### src/rtl/rtc_pkg.sv
// Shared types and helpers for the BCD real-time-clock slice.
//   bcd_digit_t / bcd_pair_t : one BCD digit / two packed BCD digits (tens[7:4], units[3:0])
//   BCD_MAX_MS / BCD_MAX_H   : upper limits for minutes/seconds and 24h hours
//   bcd_valid(pair, max)     : both digits <= 9 and pair <= max
//   to_12h(pair)             : 24h BCD hour -> {pm, 12h BCD hour}
package rtc_pkg;

    typedef logic [3:0] bcd_digit_t;
    typedef logic [7:0] bcd_pair_t;

    localparam bcd_pair_t BCD_MAX_MS = 8'h59;
    localparam bcd_pair_t BCD_MAX_H  = 8'h23;

    // With both digits <= 9 a plain binary compare orders BCD values correctly.
    function automatic logic bcd_valid(input bcd_pair_t pair, input bcd_pair_t max);
        return (pair[7:4] <= 4'd9) && (pair[3:0] <= 4'd9) && (pair <= max);
    endfunction

    function automatic logic [8:0] to_12h(input bcd_pair_t pair);
        logic [8:0] r;
        case (pair)
            8'h00:   r = {1'b0, 8'h12};
            8'h12:   r = {1'b1, 8'h12};
            8'h13:   r = {1'b1, 8'h01};
            8'h14:   r = {1'b1, 8'h02};
            8'h15:   r = {1'b1, 8'h03};
            8'h16:   r = {1'b1, 8'h04};
            8'h17:   r = {1'b1, 8'h05};
            8'h18:   r = {1'b1, 8'h06};
            8'h19:   r = {1'b1, 8'h07};
            8'h20:   r = {1'b1, 8'h08};
            8'h21:   r = {1'b1, 8'h09};
            8'h22:   r = {1'b1, 8'h10};
            8'h23:   r = {1'b1, 8'h11};
            default: r = {1'b0, pair};
        endcase
        return r;
    endfunction

endpackage

### src/rtl/bcd_mod_counter.sv
// Two-digit BCD modulo counter (0 .. MAX, wraps to 00).
//   clk, resetn : clock, asynchronous active-low reset (value -> 00)
//   inc         : advance by one this edge
//   load        : write load_val this edge (has priority over inc)
//   load_val    : BCD value to load
//   value       : current BCD value
//   next_value  : value after this edge if inc applies (combinational look-ahead)
//   carry_out   : inc while at MAX, i.e. the counter wraps this edge
module bcd_mod_counter
    import rtc_pkg::*;
#(
    parameter bcd_pair_t MAX = 8'h59
) (
    input  logic      clk,
    input  logic      resetn,
    input  logic      inc,
    input  logic      load,
    input  bcd_pair_t load_val,
    output bcd_pair_t value,
    output bcd_pair_t next_value,
    output logic      carry_out
);

    always_comb begin
        next_value = value;
        carry_out  = 1'b0;
        if (inc) begin
            if (value == MAX) begin
                next_value = '0;
                carry_out  = 1'b1;
            end else if (value[3:0] == 4'd9) begin
                next_value = {value[7:4] + 4'd1, 4'd0};
            end else begin
                next_value = {value[7:4], value[3:0] + 4'd1};
            end
        end
    end

    always_ff @(posedge clk or negedge resetn) begin
        if (!resetn) begin
            value <= '0;
        end else if (load) begin
            value <= load_val;
        end else begin
            value <= next_value;
        end
    end

endmodule

### src/rtl/rtc_bcd_timekeeper.sv
// Time-of-day counter: prescales clk to a 1 s tick, keeps HH:MM:SS in BCD (24h internally),
// accepts validated loads, presents 12h or 24h hours and raises a one-shot HH:MM alarm.
//   clk, resetn                  : clock, asynchronous active-low reset
//   run                          : prescaler advances when 1
//   load_valid, load_h/m/s       : set request (24h BCD), checked for BCD range
//   alarm_en, alarm_h, alarm_m   : alarm arm and 24h BCD alarm time
//   h, m, s, pm                  : displayed time (h per FMT_12H), pm = hour >= 12
//   sec_tick, load_ack, load_err, alarm_pulse : one-cycle event pulses
module rtc_bcd_timekeeper
    import rtc_pkg::*;
#(
    parameter int unsigned TICKS_PER_SEC = 100,
    parameter bit          FMT_12H       = 1'b0
) (
    input  logic       clk,
    input  logic       resetn,
    input  logic       run,
    input  logic       load_valid,
    input  logic [7:0] load_h,
    input  logic [7:0] load_m,
    input  logic [7:0] load_s,
    input  logic       alarm_en,
    input  logic [7:0] alarm_h,
    input  logic [7:0] alarm_m,
    output logic [7:0] h,
    output logic [7:0] m,
    output logic [7:0] s,
    output logic       pm,
    output logic       sec_tick,
    output logic       load_ack,
    output logic       load_err,
    output logic       alarm_pulse
);

    localparam int unsigned PW = $clog2(TICKS_PER_SEC);
    localparam logic [PW-1:0] TERM = PW'(TICKS_PER_SEC - 1);

    logic [PW-1:0] presc;
    logic          term;
    logic          load_ok;
    logic          load_bad;
    logic          tick;
    logic          alarm_hit;
    bcd_pair_t     sec_val, min_val, hr_val;
    bcd_pair_t     sec_nxt, min_nxt, hr_nxt;
    logic          sec_carry, min_carry;
    logic [8:0]    hr_12;

    assign term     = run && (presc == TERM);
    assign load_ok  = load_valid && bcd_valid(load_h, BCD_MAX_H)
                      && bcd_valid(load_m, BCD_MAX_MS) && bcd_valid(load_s, BCD_MAX_MS);
    assign load_bad = load_valid && !load_ok;
    // An accepted load replaces the time outright, so a coincident tick is dropped.
    assign tick     = term && !load_ok;

    // Compare against the look-ahead time so the pulse lands on the same edge as the tick.
    assign alarm_hit = tick && alarm_en
                       && bcd_valid(alarm_h, BCD_MAX_H) && bcd_valid(alarm_m, BCD_MAX_MS)
                       && (sec_nxt == 8'h00) && (min_nxt == alarm_m) && (hr_nxt == alarm_h);

    always_ff @(posedge clk or negedge resetn) begin
        if (!resetn) begin
            presc <= '0;
        end else if (load_ok) begin
            presc <= '0;
        end else if (run) begin
            presc <= term ? '0 : presc + 1'b1;
        end
    end

    always_ff @(posedge clk or negedge resetn) begin
        if (!resetn) begin
            sec_tick    <= 1'b0;
            load_ack    <= 1'b0;
            load_err    <= 1'b0;
            alarm_pulse <= 1'b0;
        end else begin
            sec_tick    <= tick;
            load_ack    <= load_ok;
            load_err    <= load_bad;
            alarm_pulse <= alarm_hit;
        end
    end

    bcd_mod_counter #(.MAX(BCD_MAX_MS)) u_sec (
        .clk        (clk),
        .resetn     (resetn),
        .inc        (tick),
        .load       (load_ok),
        .load_val   (load_s),
        .value      (sec_val),
        .next_value (sec_nxt),
        .carry_out  (sec_carry)
    );

    bcd_mod_counter #(.MAX(BCD_MAX_MS)) u_min (
        .clk        (clk),
        .resetn     (resetn),
        .inc        (sec_carry),
        .load       (load_ok),
        .load_val   (load_m),
        .value      (min_val),
        .next_value (min_nxt),
        .carry_out  (min_carry)
    );

    bcd_mod_counter #(.MAX(BCD_MAX_H)) u_hr (
        .clk        (clk),
        .resetn     (resetn),
        .inc        (min_carry),
        .load       (load_ok),
        .load_val   (load_h),
        .value      (hr_val),
        .next_value (hr_nxt),
        .carry_out  ()
    );

    assign hr_12 = to_12h(hr_val);
    assign h     = FMT_12H ? hr_12[7:0] : hr_val;
    assign m     = min_val;
    assign s     = sec_val;
    assign pm    = (hr_val >= 8'h12);

endmodule

### config.mk
export PLATFORM = sky130hd
export DESIGN_NAME = rtc_bcd_timekeeper
export DESIGN_NICKNAME = d
export VERILOG_FILES = /design/src/rtl/rtc_pkg.sv /design/src/rtl/bcd_mod_counter.sv /design/src/rtl/rtc_bcd_timekeeper.sv
export SDC_FILE = /design/constraint.sdc
export NUM_CORES = 1
export LEC_CHECK = 0
export CORE_ASPECT_RATIO = 1.2
export CORE_MARGIN = 2
export CORE_UTILIZATION = 35
export CTS_CLUSTER_DIAMETER = 150
export DETAILED_ROUTE_END_ITERATION = 16
export DONT_BUFFER_PORTS = 1
export GPL_TIMING_DRIVEN = 0
export PLACE_DENSITY_LB_ADDON = 0.12
export SETUP_SLACK_MARGIN = 0.1
export SYNTH_ARGS = -nofsm -noshare
export SYNTH_HDL_FRONTEND = slang
export SYNTH_SLANG_ARGS = --single-unit
### constraint.sdc
create_clock -name clk -period 4.75 [get_ports clk]
set_clock_uncertainty 0.2 [all_clocks]
set_input_delay 0.95 -clock clk [delete_from_list [all_inputs] [get_ports clk]]
set_output_delay 0.95 -clock clk [all_outputs]
set_load 0.01 [all_outputs]
==> out/qor.txt, run 1 <==
Setup_tns: 0 ns
Die height: 102.4 um
Worst path max stage delay: 0.51 ns
Synth warn: 0
Total core area: 7751 um2
Starting Density: 36.42%
Syn nets: 414
Initial DRC Count: 171
Switching part of the total: 35.32%
WP data required: 4.76 ns
Max Cap Viol: 0
Final WL: 9009 um
Number of antenna violations at the first check in global routing: 0
Largest net degree at the start of global routing: 36
Sequential-to-total area share from yosys stat: 31.03%
Clock share of power: 26.5%
Hold WS: 0.1389 ns
Leak pwr: 1.236 nW
Vias/cell: 6.059
Final clock period utilization by the worst path: 77.72%
Sequential share of power: 49.2%
Final net count: 421
Commonest non-fill, non-tap cell in the layout: nor2_1
Vias after detailed routing: 2763
HP Class: in -> async
Final Hold Violating Endpoints: 0
Async S/R FF share, synth: 100.0%
Clock root cell: clkbuf_8
Fmax: 270.9 MHz
Detail Route Antenna Nets: 0
Mapped Area: 2823 um2
Placed Cells: 449
Synth unique cells: 53
Status: complete, no violations
Clk slew on worst S/H paths: 0.08 ns
Worst VDD drop: 0.0001818 V
Layout area overhead: 7.181%
CTS Buf Count: 5
Hpwl dp: 6895 um
Cts hold-fix bufs: 0
Crit-path max FO: 10
Slew HR: 57.23%
# clock sinks: 35
Syn Area/Cell: 7.907 um2
Int Pwr: 0.0005548 W
Number of synthesized register bits: 35
RSZ-0062 raised after global routing: no
I/O pin count: 74
Die area: 8802 um2
Grt ovf: 0
I/O Buffers: 0
Final std cells w/o fill: 456
Share of layout cells above drive strength 1: 4.945%
Clk_lat worst skew: 0.29 ns
NetSw: 0.0003029 W
Setup violations, final: 0
Combinational share of power: 24.3%
DR WL/cell: 19.76 um
Tmin final: 3.692 ns
ANT cells: 0
TritonCTS clock tree: yes
Crit-path cells: a22oi_1, nand3_1, or2_2, clkbuf_1, inv_1, buf_2, clkbuf_1, clkbuf_1, nand2_1, o21ai_0
Vias in the first global route: 2736
Pwr dens: 283.5 nW/um2
R2R cell count: 9
Site row count: 35
Critical path arrival: 3.70 ns
Synth top area share: 31.03%
Worst Tran Pin Value: 0.6368 ns
CP max-delay cell: clkbuf_1
Final slew viol count: 0
First-pass GRT wire length: 13960 um
H-tree depth: 2
DRT Pass-1 Iters: 4
Critical Path Sink Type: register
Post-CTS Resized: 0
# DRC: 0
Routability cong.: 0.8612
Synth area leader: dfrtp_1
Commonest non-fill, non-tap cells in the layout: 44 x nor2_1, 43 x nand2_1, 35 x dfrtp_1
Chip Width: 85.98 um
Critical path class: in -> reg
Post-Syn Instances: 357
Post-synth top flop: dfrtp_1
CP Launch Type: input port
Post-CTS setup buffer count: 0
Largest cells by area after synthesis: dfrtp_1 31%, nor2_1 5.9%, nand2_1 5.7%
Top cell by count, worst path: clkbuf_1
Deepest clock path buffer count: 2
EDFF count, synth: 0
GRT Util Overall: 20.51%
## state kept, by name, indices dropped and copies added (netlist names)
name and cells:
u_min.value 8, load_ack 1, u_hr.value 8, u_sec.value 8
load_err 1, presc 7, sec_tick 1, alarm_pulse 1
## worst paths after layout
path | from | slack [ns] | end
setup / recovery | load_m[6] | 1.06 | u_sec.value[6]
max in group asynchronous | resetn | 4.12 | u_sec.value[2]
hold reg to reg | presc[6] | 0.36 | presc[6]
min in group clk | presc[6] | 0.36 | presc[6]
setup reg to reg | presc[0] | 1.08 | alarm_pulse
hold / removal | resetn | 0.14 | u_min.value[5]
## worst max-delay path, delay by kind of cell
family                 cells  cell delay (ns)
AND/OR/NAND/NOR            3             0.68
AO/OA/AOI/OAI              2             0.42
buffers and inverters      5             1.64
## per-layer routing
metal	up-vias	share of wire (%)	GRT usage, %
li1	1329	-	-
met1	1360	42	24.60
met2	66	51	37.15
met3	8	6.6	4.766
met4	0	0.93	4.640
met5	-	0	0
## metrics by stage
stage          setup slack [ns]  power (W)  instance area (um2)  util, %
6_report                  1.058  0.0008577                 3025    39.03
5_1_grt                  0.7622  0.0009096                 3025    39.03
4_1_cts                   1.008  0.0008654                 3025    39.03
3_5_place_dp             0.7296  0.0006350                 2938    37.90
3_3_place_gp             0.6783  0.0006313                 2938    37.90
2_1_floorplan             1.452  0.0005750                 2823        -
## cells in the mapped netlist, drive strengths merged, types with 2 or more instances
master and number:
nand3b 5, buf 2, a211oi 3, a311oi 2, o211ai 3, and3 4, mux2i 11, xor2 9
dfrtp 35, nor4 8, nor3b 2, xnor2 5, o2111ai 3, a22oi 3, nor3 10, mux2 2
inv 11, or2 2, nand3 14, and2 2, nor2b 6, clkbuf 15, o31ai 4, a221o 2
o21ai 26, and3b 3, a21oi 22, nand2 43, or3 4, o21a 5, a31oi 8, nor2 44
ha 12, nand4 10, a41oi 2
## power groups by stage
stage | clock (W) | combinational, W | sequential, W
6_report | 0.000227 | 0.000208 | 0.000422
2_1_floorplan | 0 | 0.000168 | 0.000407
4_1_cts | 0.000235 | 0.000209 | 0.000422
3_5_place_dp | 0 | 0.000207 | 0.000427
5_1_grt | 0.000243 | 0.000235 | 0.000431
3_3_place_gp | 0 | 0.000205 | 0.000426
## cell type report
type                            count  area [um2]
Multi-Input combinational cell    294        1839
Sequential cell                    35       875.8
Buffer                             17       66.31
Tap cell                           92       115.1
Inverter                           11       41.29
Fill cell                         829        4726
Clock inverter                      1       5.005
Clock buffer                        6       82.58
## logic make-up (layout without fill, tap and decap cells)
kind of cell    after synthesis  after routing  synth area share (%)
simple gates                162            162                 29.57
xor+xnor                     14             14                 4.344
flops                        35             35                 31.03
compound gates               93             93                 21.23
mux                          13             13                 4.699
fa+ha+maj                    12             12                 5.319
buf+inv                      28             35                 3.812
No activity file was read; power rests on OpenSTA's default activity.
==> run 2: changes to the inputs <==
Clock period 4.75 ns to 3.4 ns, I/O delays scaled along.
==> run 2 against run 1 <==
Effect of this change: power increased by 42%; via count increased by 0.94%; largest cell class unchanged; utilization increased by 0.73 points; sequential share of layout area decreased by 0.33 points; die area unchanged; critical path depth unchanged; count of clock-buffer cells in the layout unchanged; hold slack got worse by 0.14 ns; largest power group unchanged; register-to-register slack got worse by 0.76 ns; cell count increased by 0.44%; worst setup slack got worse by 0.82 ns; sequential power increased by 41%; critical endpoint is now alarm_pulse.
==> out/qor.txt, run 2 (synthesis results as in run 1) <==
CP Launch Type: input port (unchanged)
Total core area: 7751 um2 (unchanged)
Critical path arrival: 3.17 ns (was 3.70 ns)
Starting Density: 36.42% (unchanged)
Critical Path Sink Type: register (unchanged)
Crit-path cells: a22oi_1, nand3_1, or2_2, inv_1, buf_2, nor2_1, a221o_1, a31oi_1, nand4_1, nor4_2 (was a22oi_1, nand3_1, or2_2, clkbuf_1, inv_1, buf_2, clkbuf_1, clkbuf_1, nand2_1, o21ai_0)
Final Hold Violating Endpoints: 0 (unchanged)
Final clock period utilization by the worst path: 92.96%
Leak pwr: 1.255 nW (was 1.236 nW)
Clock root cell: clkbuf_8 (unchanged)
Status: complete, no violations (unchanged)
Setup_tns: 0 ns (unchanged)
DR WL/cell: 19.71 um (was 19.76 um)
WP data required: 3.41 ns (was 4.76 ns)
Share of layout cells above drive strength 1: 8.743% (was 4.945%)
Slew HR: 56.79% (was 57.23%)
ANT cells: 0 (unchanged)
# DRC: 0 (unchanged)
HP Class: in -> async (unchanged)
Vias after detailed routing: 2789 (was 2763)
Die height: 102.4 um (unchanged)
Worst VDD drop: 0.0002569 V (was 0.0001818 V)
Routing usage on met2: 37.39% (was 37.15%)
I/O pin count: 74 (unchanged)
Worst path max stage delay: 0.46 ns (was 0.51 ns)
Clk_lat worst skew: 0.29 ns (about the same)
CP max-delay cell: or2_2 (was clkbuf_1)
CTS Buf Count: 5 (unchanged)
Final WL: 9028 um (was 9009 um)
Final net count: 423 (was 421)
First-pass GRT wire length: 13990 um (was 13960 um)
DRT Pass-1 Iters: 5 (was 4)
Layout area overhead: 9.176% (was 7.181%)
M3 GR Usage: 4.685% (was 4.766%)
Setup violations, final: 0 (unchanged)
Dpl ws: -0.3504 ns (was 0.7296 ns)
RSZ-0062 raised after global routing: no (unchanged)
Commonest non-fill, non-tap cells in the layout: 43 x nor2_1, 42 x nand2_1, 30 x dfrtp_1 (was 44 x nor2_1, 43 x nand2_1, 35 x dfrtp_1)
GRT met1 Usage: 24.70% (was 24.60%)
Detail Route Antenna Nets: 0 (unchanged)
Crit-path max FO: 10 (unchanged)
I/O Buffers: 0 (unchanged)
Vias in the first global route: 2744 (was 2736)
Largest net degree at the start of global routing: 36 (unchanged)
Grt peak-use layer: met2 (unchanged)
Deepest clock path buffer count: 2 (unchanged)
Tmin final: 3.161 ns
Vias/cell: 6.090 (was 6.059)
TritonCTS clock tree: yes (unchanged)
# clock sinks: 35 (unchanged)
Routability cong.: 0.8612 (unchanged)
Critical path class: in -> reg (unchanged)
Top delay family on crit path: simple AND/OR/NAND/NOR gates (was buffers and inverters)
Initial DRC Count: 149 (was 171)
PnR worst setup slack: 0.2392 ns (was 1.058 ns)
Biggest regs: u_hr.value x8, u_min.value x8, u_sec.value x8 (unchanged)
Worst Tran Pin Value: 0.6482 ns (was 0.6368 ns)
Commonest non-fill, non-tap cell in the layout: nor2_1 (unchanged)
Grt ovf: 0 (unchanged)
Clk slew on worst S/H paths: 0.08 ns (about the same)
Final slew viol count: 0 (unchanged)
Number of antenna violations at the first check in global routing: 0 (unchanged)
H-tree depth: 2 (unchanged)
Site row count: 35 (unchanged)
Final core occ: 39.76% (was 39.03%)
GRT Util Overall: 20.58% (was 20.51%)
Chip Width: 85.98 um (unchanged)
Pwr dens: 394.6 nW/um2 (was 283.5 nW/um2)
Die area: 8802 um2 (unchanged)
Fmax: 316.4 MHz
Hpwl dp: 6895 um (unchanged)
Max Cap Viol: 0 (unchanged)
Buf/Inv on CP: 2 (was 5)
[run 2: cell types whose count changed in the layout (fill, tap and decap cells not counted), sizes merged]
cell,change
buf,+3
clkbuf,-1
[run 2: metrics by stage]
step	power [W]	cell area [um2]	instances	hold WS, ns
final	0.001216	3082	458	0.003077
after global routing	0.001292	3082	458	0.01472
after CTS	0.001220	3055	458	0.01981
after detailed placement	0.0008871	2938	449	0.1855
after global placement	0.0008820	2938	449	0.1854
after floorplan	0.0008034	2823	357	0.1844
[run 2: where the power goes]
group          switching (W)  total [W]  internal (W)
clock               0.000157   0.000316      0.000159
combinational       0.000164   0.000308      0.000144
sequential          0.000112   0.000593      0.000481
total               0.000433    0.00122      0.000784
[run 2: worst register-to-register path, delay by kind of cell, from the launching register on]
family                     cells  cell delay (ns)
and+or+nand+nor                6             1.24
AOI/OAI and AO/OA              2             0.46
DFF                            1             0.42
buffers and inverters          2             0.40
adders and majority gates      1             0.27
[run 2: layout make-up]
class	count	area, um2
fill	819	4669
multi-input combinational	294	1852
sequential	35	882.1
tap	92	115.1
clock buffer	6	82.58
buffer	16	65.06
inverter	11	41.29
timing repair buffer	3	38.79
clock inverter	1	5.005
[run 2: per-layer routing]
metal	vias to the layer above	share of wire (%)
li1	1336	-
met1	1371	41
met2	74	51
met3	8	7.0
met4	0	1.4
met5	-	0
[run 2: final timing paths]
check / start / endpoint / slack (ns) / cells after the start
worst min-delay path: resetn / u_min.value[7] / 0.003 / 1
worst min register to register: presc[6] / presc[6] / 0.36 / 1
worst max-delay path: load_m[6] / alarm_pulse / 0.24 / 10
worst max register to register: presc[1] / alarm_pulse / 0.32 / 11
max in group asynchronous: resetn / u_sec.value[1] / 2.76 / 1
min in group clk: load_m[5] / u_min.value[5] / 0.30 / 2
[run 2: what timing repair did]
action                                 4_1_cts  5_1_grt
hold buffers                                 1        0
buffers inserted                             1        1
endpoints found under the hold margin       35        0
gates resized for setup                      2       11
setup endpoints to repair                   21       20
pin swaps                                    1        1
